`src/rtl/hazard_fwd_unit_if.sv`:
```
// Hazard/forwarding unit bus: ID-stage instruction fields and pipeline control
// in, per-operand forwarding selects and stall out.
// Optional stall counter signal present when HAZARD_STALL_CNT_EN is defined.
interface hazard_fwd_unit_if #(
  parameter int unsigned AW    = 5,
  parameter int unsigned NSRC  = 2,
  parameter int unsigned CNT_W = 16
);
  logic                   adv;
  logic                   flush;
  logic                   id_valid;
  logic [NSRC*AW-1:0]     id_src;
  logic [AW-1:0]          id_rd;
  logic                   id_regwrite;
  logic                   id_memread;
  logic [2*NSRC-1:0]      fwd_sel;
  logic                   stall;
`ifdef HAZARD_STALL_CNT_EN
  logic [CNT_W-1:0]       stall_cnt;
`endif

  // Pipeline side: drives the ID fields, consumes the hazard decisions
  modport master (
    output adv, flush, id_valid, id_src, id_rd, id_regwrite, id_memread,
`ifdef HAZARD_STALL_CNT_EN
    input  stall_cnt,
`endif
    input  fwd_sel, stall
  );

  // Hazard unit side
  modport slave (
    input  adv, flush, id_valid, id_src, id_rd, id_regwrite, id_memread,
`ifdef HAZARD_STALL_CNT_EN
    output stall_cnt,
`endif
    output fwd_sel, stall
  );
endinterface

```
`src/rtl/hazard_fwd_unit.sv`:
```
// Hazard and forwarding controller for the 5-stage pipeline.
// Keeps a shadow copy of the EX/MEM/WB register tags, drives per-operand
// forwarding selects for EX and stalls IF/ID on load-use hazards.
// Optional: HAZARD_STALL_CNT_EN adds a saturating load-use bubble counter.
module hazard_fwd_unit #(
  parameter int unsigned AW    = 5,
  parameter int unsigned NSRC  = 2,
  parameter int unsigned CNT_W = 16
) (
  input  logic              clk,
  input  logic              rst_n,
  hazard_fwd_unit_if.slave  hif
);

  // EX needs sources and load flag; MEM/WB only feed forwarding decisions
  typedef struct packed {
    logic               valid;
    logic [AW-1:0]      rd;
    logic               regwrite;
    logic               memread;
    logic [NSRC*AW-1:0] src;
  } ex_stage_t;

  typedef struct packed {
    logic          valid;
    logic [AW-1:0] rd;
    logic          regwrite;
  } wr_stage_t;

  ex_stage_t ex_q;
  ex_stage_t ex_d;
  wr_stage_t mem_q;
  wr_stage_t wb_q;
  logic      ex_wr;
  logic      mem_wr;
  logic      wb_wr;
  logic      src_hit;

  assign ex_wr  = ex_q.valid  && ex_q.regwrite  && (ex_q.rd  != '0);
  assign mem_wr = mem_q.valid && mem_q.regwrite && (mem_q.rd != '0);
  assign wb_wr  = wb_q.valid  && wb_q.regwrite  && (wb_q.rd  != '0);

  // Next EX contents: ID instruction, or a bubble on stall/flush
  always_comb begin
    ex_d = '0;
    if (!(hif.stall || hif.flush)) begin
      ex_d.valid    = hif.id_valid;
      ex_d.rd       = hif.id_rd;
      ex_d.regwrite = hif.id_regwrite;
      ex_d.memread  = hif.id_memread;
      ex_d.src      = hif.id_src;
    end
  end

  // Shadow pipeline shifts only when the real pipeline advances
  always_ff @(posedge clk or negedge rst_n) begin
    if (!rst_n) begin
      ex_q  <= '0;
      mem_q <= '0;
      wb_q  <= '0;
    end else if (hif.adv) begin
      ex_q  <= ex_d;
      mem_q <= wr_stage_t'{ex_q.valid, ex_q.rd, ex_q.regwrite};
      wb_q  <= mem_q;
    end
  end

  // Per-operand forwarding (MEM wins over WB) and load-use detection
  always_comb begin
    hif.fwd_sel = '0;
    src_hit     = 1'b0;
    for (int i = 0; i < int'(NSRC); i++) begin
      if (mem_wr && (mem_q.rd == ex_q.src[i*AW +: AW])) begin
        hif.fwd_sel[2*i +: 2] = 2'b10;
      end else if (wb_wr && (wb_q.rd == ex_q.src[i*AW +: AW])) begin
        hif.fwd_sel[2*i +: 2] = 2'b01;
      end
      if (hif.id_src[i*AW +: AW] == ex_q.rd) begin
        src_hit = 1'b1;
      end
    end
    hif.stall = !hif.flush && hif.id_valid && ex_wr && ex_q.memread && src_hit;
  end

`ifdef HAZARD_STALL_CNT_EN
  logic [CNT_W-1:0] stall_cnt_q;

  // Count inserted load-use bubbles, saturating at all-ones
  always_ff @(posedge clk or negedge rst_n) begin
    if (!rst_n) begin
      stall_cnt_q <= '0;
    end else if (hif.adv && hif.stall && (stall_cnt_q != {CNT_W{1'b1}})) begin
      stall_cnt_q <= stall_cnt_q + CNT_W'(1);
    end
  end

  assign hif.stall_cnt = stall_cnt_q;
`endif

endmodule

```
`src/flat_wrapper.sv`:
```
// flat-port wrapper written by rule: the top's interface ports become plain ports
module hazard_fwd_unit_flat 
#(
  parameter int unsigned AW    = 5,
  parameter int unsigned NSRC  = 2,
  parameter int unsigned CNT_W = 16
)
  (clk, rst_n, hif_adv, hif_flush, hif_id_valid, hif_id_src, hif_id_rd, hif_id_regwrite, hif_id_memread, hif_fwd_sel, hif_stall);
  hazard_fwd_unit_if #(.AW(AW), .NSRC(NSRC), .CNT_W(CNT_W)) hif_i ();
  input  logic clk;
  input  logic rst_n;
  input wire logic [$bits(hif_i.adv)-1:0] hif_adv;
  input wire logic [$bits(hif_i.flush)-1:0] hif_flush;
  input wire logic [$bits(hif_i.id_valid)-1:0] hif_id_valid;
  input wire logic [$bits(hif_i.id_src)-1:0] hif_id_src;
  input wire logic [$bits(hif_i.id_rd)-1:0] hif_id_rd;
  input wire logic [$bits(hif_i.id_regwrite)-1:0] hif_id_regwrite;
  input wire logic [$bits(hif_i.id_memread)-1:0] hif_id_memread;
  output wire logic [$bits(hif_i.fwd_sel)-1:0] hif_fwd_sel;
  output wire logic [$bits(hif_i.stall)-1:0] hif_stall;
  assign hif_i.adv = hif_adv;
  assign hif_i.flush = hif_flush;
  assign hif_i.id_valid = hif_id_valid;
  assign hif_i.id_src = hif_id_src;
  assign hif_i.id_rd = hif_id_rd;
  assign hif_i.id_regwrite = hif_id_regwrite;
  assign hif_i.id_memread = hif_id_memread;
  assign hif_fwd_sel = hif_i.fwd_sel;
  assign hif_stall = hif_i.stall;
  hazard_fwd_unit #(.AW(AW), .NSRC(NSRC), .CNT_W(CNT_W)) u_core (.clk(clk), .rst_n(rst_n), .hif(hif_i));
endmodule
```
`config.mk`:
```
export PLATFORM = sky130hd
export DESIGN_NAME = hazard_fwd_unit_flat
export DESIGN_NICKNAME = d
export VERILOG_FILES = /design/src/rtl/hazard_fwd_unit_if.sv /design/src/rtl/hazard_fwd_unit.sv /design/src/flat_wrapper.sv
export SDC_FILE = /design/constraint.sdc
export NUM_CORES = 1
export LEC_CHECK = 0
export BUFFER_PORTS_ARGS = -buffer_cell sky130_fd_sc_hd__clkbuf_2
export CORE_MARGIN = 2
export CORE_UTILIZATION = 29
export CTS_CLUSTER_SIZE = 24
export DETAILED_ROUTE_END_ITERATION = 10
export GPL_ROUTABILITY_DRIVEN = 0
export REMOVE_ABC_BUFFERS = 1
export SETUP_SLACK_MARGIN = 0.4
export SYNTH_ARGS = -nofsm -noshare
export SYNTH_HDL_FRONTEND = slang
export SYNTH_SLANG_ARGS = --single-unit
export TNS_END_PERCENT = 50
```
`constraint.sdc`:
```
create_clock -name clk -period 1.7 [get_ports clk]
set_input_delay 0.34 -clock clk [delete_from_list [all_inputs] [get_ports clk]]
set_output_delay 0.34 -clock clk [all_outputs]
set_load 0.02 [all_outputs]
```
==> results of run 1 <==
==> registers in the layout, indices dropped and copies added (netlist names) <==
register and cells:
u_core.wb_q 7, u_core.mem_q 7, u_core.ex_q 18
==> cells by family after synthesis <==
family / after synthesis / share of synthesized area
and+or+nand+nor: 52 / 0.148
DFF: 32 / 0.433
muxes: 14 / 0.0852
xor gates and xnor gates: 30 / 0.142
AOI/OAI and AO/OA: 40 / 0.165
buffers and inverters: 9 / 0.0264
==> through the flow <==
stage	setup TNS (ns)	cells	total power [mW]	setup WS (ns)	area, sq um
2_1_floorplan	-1.93	169	1.34	-0.465	1800
3_3_place_gp	-0.872	303	1.64	-0.300	2260
3_5_place_dp	-1.10	303	1.65	-0.317	2260
4_1_cts	-2.66	316	2.51	-0.585	2550
5_1_grt	-3.48	318	2.68	-0.675	2660
6_report	-2.39	318	2.52	-0.549	2660
==> per-layer routing <==
layer	part of all wire	routed length [um]
met3	0.023	110
met5	0	0
met1	0.48	2280
met2	0.49	2320
met4	0.010	48
==> worst paths after layout <==
kind	startpoint	to	cells after the start
worst min-delay path	rst_n	u_core.ex_q[11]$_DFFE_PN0P_	2
worst max register to register	u_core.ex_q[15]$_DFFE_PN0P_	u_core.ex_q[9]$_DFFE_PN0P_	6
worst max-delay path	u_core.mem_q[5]$_DFFE_PN0P_	hif_fwd_sel[3]	6
max in group asynchronous	rst_n	u_core.ex_q[15]$_DFFE_PN0P_	2
min in group clk	hif_id_src[6]	u_core.ex_q[6]$_DFFE_PN0P_	3
worst min register to register	u_core.wb_q[6]$_DFFE_PN0P_	u_core.wb_q[6]$_DFFE_PN0P_	1
==> Yosys cell counts <==
master | instances | area share
sky130_fd_sc_hd__dfrtp_1 | 32 | 0.43
sky130_fd_sc_hd__nand2_1 | 20 | 0.041
sky130_fd_sc_hd__xnor2_1 | 16 | 0.076
sky130_fd_sc_hd__mux2_2 | 14 | 0.085
sky130_fd_sc_hd__xor2_1 | 14 | 0.066
sky130_fd_sc_hd__o21ai_0 | 10 | 0.027
sky130_fd_sc_hd__a32oi_1 | 9 | 0.043
sky130_fd_sc_hd__nor2_1 | 9 | 0.018
sky130_fd_sc_hd__a22oi_1 | 8 | 0.032
sky130_fd_sc_hd__or2_2 | 8 | 0.027
sky130_fd_sc_hd__o21ai_1 | 5 | 0.014
sky130_fd_sc_hd__nand3_1 | 4 | 0.011
sky130_fd_sc_hd__or4_1 | 4 | 0.016
sky130_fd_sc_hd__o21ai_2 | 3 | 0.014
sky130_fd_sc_hd__buf_1 | 2 | 0.0041
sky130_fd_sc_hd__buf_2 | 2 | 0.0054
sky130_fd_sc_hd__clkbuf_1 | 2 | 0.0041
sky130_fd_sc_hd__nor4_1 | 2 | 0.0068
sky130_fd_sc_hd__nor4_2 | 2 | 0.014
sky130_fd_sc_hd__o211ai_1 | 2 | 0.0081
sky130_fd_sc_hd__a32oi_2 | 1 | 0.0088
sky130_fd_sc_hd__and4b_1 | 1 | 0.0054
sky130_fd_sc_hd__buf_8 | 1 | 0.0081
sky130_fd_sc_hd__clkbuf_2 | 1 | 0.0027
sky130_fd_sc_hd__clkinv_1 | 1 | 0.0020
sky130_fd_sc_hd__nor2b_1 | 1 | 0.0034
sky130_fd_sc_hd__o211ai_4 | 1 | 0.012
sky130_fd_sc_hd__o22ai_2 | 1 | 0.0068
sky130_fd_sc_hd__or4_4 | 1 | 0.0061
==> power by group through the flow <==
stage	registers (mW)	clock network, mW	logic (mW)
after floorplan	1.01	0	0.334
after global placement	1.01	0	0.632
after detailed placement	1.01	0	0.643
after CTS	0.994	0.811	0.701
after global routing	1.01	0.866	0.796
final	0.996	0.798	0.730
==> layout make-up <==
class                      count  area, sq um  share of cell area
multi-input combinational    136         1120               0.420
sequential                    32          802               0.302
tap                           77         96.3              0.0363
clock inverter                 1         30.0              0.0113
inverter                       1         3.75             0.00141
timing repair buffer          64          512               0.193
clock buffer                   7         96.3              0.0363
==> cell usage in the layout (no fill, tap or decap), types with 4 or more instances in the layout <==
master and count:
sky130_fd_sc_hd__mux2_2 14, sky130_fd_sc_hd__nand2_1 20, sky130_fd_sc_hd__or2_2 8, sky130_fd_sc_hd__a32oi_1 8, sky130_fd_sc_hd__xnor2_1 10, sky130_fd_sc_hd__a22oi_2 8, sky130_fd_sc_hd__dfrtp_1 31, sky130_fd_sc_hd__o21ai_1 15
sky130_fd_sc_hd__nor4_2 4, sky130_fd_sc_hd__nor2_1 9, sky130_fd_sc_hd__nand3_1 4, sky130_fd_sc_hd__buf_4 34, sky130_fd_sc_hd__xnor2_2 6, sky130_fd_sc_hd__clkbuf_2 21, sky130_fd_sc_hd__clkbuf_8 7, sky130_fd_sc_hd__xor2_1 14
==> repair_timing <==
action / CTS / global route
hold buffers: 0 / 0
buffers inserted: 4 / 1
cloned: 1 / 1
resized for setup: 34 / 15
pin swaps: 20 / 20
endpoints found under the setup margin: 23 / 23
==> flow_summary.json, run 1 <==
{
  "critical-path-top-delay-family": "simple AND/OR/NAND/NOR gates",
  "outcome": "finished with violations",
  "clock_latency_ns": 0.28,
  "final-setup-viol-count": 14,
  "netSwitchingFraction": 0.288,
  "timing_worst_slew_pin_value_ns": 0.419,
  "internal_power_mw": 1.80,
  "share_seq_of_total_power": 0.395,
  "final_setup_skew_ns": 0.00397,
  "syn_inst": 177,
  "clk_pin_slew_worst_paths_ns": 0.07,
  "layout.nets": 262,
  "cts-htree-levels": 2,
  "synth.yosys.seq_area_share": 0.433,
  "timing.hold.worst.class": "primary input to async pin",
  "crit_required_ns": 1.36,
  "share_comb_of_total_power": 0.289,
  "wire_per_inst_um": 15.0,
  "crit_path_top_delay_cell": "sky130_fd_sc_hd__or4_1",
  "synthesis.area_per_instance_sq_um": 10.4,
  "r2r_setup_slack_ns": -0.03,
  "gr-usage-met3": 0.0356,
  "grt_start_max_net_pins": 33,
  "wire_length_of_the_first_global_routing_pass_um": 8000,
  "critPathKind": "register to output pin",
  "hold_viol_final": 0,
  "synth.ff_latch_count": 32,
  "fin_crit_ns": 2.25,
  "rsz0062_at_grt": "true",
  "die_y_um": 83.9,
  "power_leakage_nw": 1.16,
  "timing.final.crit_share": 1.32,
  "cp_slowest_stage_delay_ns": 0.51,
  "share_of_layout_cells_above_drive_strength_1": 0.510,
  "netlist_area_sq_um": 1850,
  "n_antenna_cell": 0,
  "pin_count": 27,
  "critPathCaptureType": "output pin",
  "final_util": 0.426,
  "yosysWarnings": 0,
  "design.core.area_sq_um": 6240,
  "grt_antenna_before_repair": 0,
  "violations": "setup timing",
  "clock_power_share": 0.316,
  "relSlewSlack": 0.721,
  "path_cells": "or4_1 -> o211ai_1 -> nor4_2 -> buf_4 -> buf_6 -> buf_8",
  "grt_overflow_total": 0,
  "tritoncts": "yes",
  "switching_power_mw": 0.726,
  "whs_ns": 0.0812,
  "worst_ir_drop_vdd_mv": 0.405,
  "gr-usage-met1": 0.203,
  "floorplan.die.width_um": 83.9,
  "buffer_ports.inserted": 26,
  "max_freq_mhz": 445,
  "first_global_vias": 1551,
  "timing.critical_path.from_type": "register",
  "routed_via_density": 4.80,
  "timing.final.max_slew_violations": 0,
  "data_arrival_at_the_endpoint_of_the_critical_path_ns": 1.91,
  "finalWorstSetupSlack_ns": -0.549,
  "drt_first_pass_iters": 4,
  "ant_nets": 0,
  "clock_sinks": 32,
  "dpl.hpwl_um": 3400,
  "initial_utilization": 0.296,
  "path_buf_inv": 3,
  "grtUsageTotal": 0.145,
  "global_route_layer_with_the_greatest_usage": "met2",
  "cts.root.buffer_cell": "sky130_fd_sc_hd__clkbuf_8",
  "n_fill_cell": 614,
  "grt.met2_usage": 0.225,
  "num_vias": 1525,
  "area.growth.synth_to_final_pct": 43.6,
  "placementRows": 29,
  "inserted_clock_buffers": 5,
  "critical_path.max_fanout": 2,
  "power.density_nw_per_um2": 950,
  "post-route-drc-count": 0,
  "cap_viol_max_count": 0,
  "cts_max_path_buffers": 2,
  "drt_iter0_markers": 74,
  "netlist-cell-type-count": 29,
  "die-area_sq_um": 7030,
  "routed_wl_um": 4760
}
(Power assumes the default switching activity.)
==> run 2, diff against run 1 <==
- CORE_UTILIZATION: 29 -> 25
- clock period: 1.7 -> 2.8 ns (I/O delays scaled with it)
==> flow_summary.json, run 2 (same netlist as run 1, synthesis figures left out) <==
{
  "outcome": "completed",
  "clock_sinks": 32,
  "most-common-layout-cells": "32 x sky130_fd_sc_hd__dfrtp_1, 24 x sky130_fd_sc_hd__clkbuf_2, 20 x sky130_fd_sc_hd__nand2_1",
  "timing.final.crit_share": 0.896,
  "drt_iter0_markers": 49,
  "rr_endpoint": "u_core.ex_q[5]$_DFFE_PN0P_",
  "tritoncts": "yes",
  "r2r_setup_slack_ns": 1.03,
  "critical-path-top-delay-family": "simple AND/OR/NAND/NOR gates",
  "buffer_ports.inserted": 26,
  "path_buf_inv": 2,
  "routed_wl_um": 4560,
  "timing.final.max_slew_violations": 0,
  "final_setup_skew_ns": 0.00910,
  "power.density_nw_per_um2": 606,
  "crit_required_ns": 2.24,
  "global_route_layer_with_the_greatest_usage": "met2",
  "max_flop_register": "u_core.ex_q",
  "grt.met2_usage": 0.171,
  "fin_crit_ns": 2.51,
  "gr-usage-met1": 0.164,
  "timing.hold.worst.class": "primary input to async pin",
  "die_y_um": 90.0,
  "n_antenna_cell": 0,
  "wire_length_of_the_first_global_routing_pass_um": 7390,
  "drt_first_pass_iters": 4,
  "relSlewSlack": 0.463,
  "grt_antenna_before_repair": 0,
  "placementRows": 31,
  "largestRegisters": "u_core.ex_q: 18 flops, u_core.mem_q: 7 flops, u_core.wb_q: 7 flops",
  "gr-usage-met3": 0.0268,
  "pin_count": 27,
  "ant_nets": 0,
  "final-setup-viol-count": 0,
  "dpl.hpwl_um": 3210,
  "critical_path.max_fanout": 4,
  "max_freq_mhz": 398,
  "post-route-drc-count": 0,
  "clk_pin_slew_worst_paths_ns": 0.07,
  "inserted_clock_buffers": 5,
  "layout.nets": 237,
  "cts_max_path_buffers": 2,
  "grt_overflow_total": 0,
  "cap_viol_max_count": 0,
  "data_arrival_at_the_endpoint_of_the_critical_path_ns": 1.95,
  "hold_viol_final": 0,
  "grtUsageTotal": 0.116,
  "wire_per_inst_um": 14.5,
  "first_global_vias": 1407,
  "fin_area_sq_um": 2280,
  "tns_ns": 0,
  "cp_slowest_stage_delay_ns": 0.53,
  "detailedPlace.worstSlack_ns": 0.471,
  "routed_via_density": 4.55,
  "timing.critical_path.from_type": "register",
  "design.core.area_sq_um": 7210,
  "cts.root.buffer_cell": "sky130_fd_sc_hd__clkbuf_8",
  "reg2reg_from": "u_core.ex_q[12]$_DFFE_PN0P_",
  "power_leakage_nw": 0.949,
  "area.growth.synth_to_final_pct": 23.5,
  "initial_utilization": 0.256,
  "floorplan.die.width_um": 90.0,
  "layout_commonest_cell": "sky130_fd_sc_hd__dfrtp_1",
  "share_of_layout_cells_above_drive_strength_1": 0.366,
  "clock_latency_ns": 0.29,
  "worst_ir_drop_vdd_mv": 0.240,
  "critPathCaptureType": "output pin",
  "largest_reg_flops": 18,
  "grt_start_max_net_pins": 33,
  "die-area_sq_um": 8100,
  "cts-htree-levels": 2,
  "timing_worst_slew_pin_value_ns": 0.806,
  "postPlaceCellArea_sq_um": 2100,
  "path_cells": "buf_6 -> xor2_1 -> or4_1 -> nor4_2 -> buf_4",
  "rr_worst_depth": 5,
  "num_vias": 1434,
  "rsz0062_at_grt": "true",
  "crit_path_top_delay_cell": "sky130_fd_sc_hd__or4_1",
  "finalWorstSetupSlack_ns": 0.290,
  "critPathKind": "register to output pin"
}
## run 2: changes by cell type in the layout (fill, tap and decap cells not counted), moves of 6 or more
cell / previous run / this run
sky130_fd_sc_hd__a22oi_2: 8 / 0
sky130_fd_sc_hd__o21ai_1: 15 / 5
sky130_fd_sc_hd__xnor2_2: 6 / 0
sky130_fd_sc_hd__xnor2_1: 10 / 16
sky130_fd_sc_hd__o21ai_0: 0 / 10
sky130_fd_sc_hd__a22oi_1: 0 / 8
sky130_fd_sc_hd__buf_4: 34 / 14
## run 2: worst reg2reg max path, stage by stage, from the launching register on
cell and delay (ns):
sky130_fd_sc_hd__dfrtp_1 0.46, sky130_fd_sc_hd__or4_4 0.58, sky130_fd_sc_hd__o211ai_4 0.17, sky130_fd_sc_hd__buf_4 0.27, sky130_fd_sc_hd__a32oi_1 0.13, sky130_fd_sc_hd__o21ai_0 0.09
## run 2: cell type report
class	count	area [sq um]
clock buffers	6	72.6
multi-input cells	136	1010
flip-flops and latches	32	801
inverters	1	3.75
clock inverters	2	35.0
fillers	768	4930
well taps	99	124
repair buffers	39	236
## run 2: worst max path at each step
| stage | startpoint | endpoint | slack [ns] | cells past startpoint |
|---|---|---|---|---|
| after floorplan | u_core.mem_q[1]$_DFFE_PN0P_ | hif_fwd_sel[0] | 0.41 | 4 |
| after global placement | u_core.mem_q[1]$_DFFE_PN0P_ | hif_fwd_sel[0] | 0.50 | 5 |
| after detailed placement | u_core.mem_q[1]$_DFFE_PN0P_ | hif_fwd_sel[0] | 0.47 | 5 |
| after CTS | u_core.wb_q[1]$_DFFE_PN0P_ | hif_fwd_sel[2] | 0.25 | 5 |
| after global routing | u_core.mem_q[1]$_DFFE_PN0P_ | hif_fwd_sel[2] | 0.18 | 6 |
| final | u_core.wb_q[1]$_DFFE_PN0P_ | hif_fwd_sel[2] | 0.29 | 5 |
## run 2: report_power, final
part | internal [mW] | leakage [nW] | total, mW | switching [mW]
clock network | 0.264 | 0.0552 | 0.433 | 0.169
logic | 0.174 | 0.499 | 0.321 | 0.147
registers | 0.535 | 0.395 | 0.630 | 0.0956
## run 2: per-layer routing
metal  part of all wire  vias up
met5                  0        -
met4             0.0031        0
li1                   -      717
met1               0.50      689
met2               0.46       26
met3              0.034        2
## run 2: what timing repair did
action	CTS	global route
gates resized for setup	5	2
pin swaps	8	1
hold buffers	0	0
setup buffers	7	0
endpoints found under the setup margin	2	4
## run 2: stage by stage
stage | utilization | cells | total power, mW | hold slack [ns]
after global placement | 0.292 | 300 | 0.918 | 0.509
final | 0.317 | 315 | 1.38 | 0.354
after detailed placement | 0.292 | 300 | 0.926 | 0.508
after CTS | 0.317 | 315 | 1.40 | 0.377
after floorplan | - | 169 | 0.814 | 0.264
after global routing | 0.317 | 315 | 1.47 | 0.421
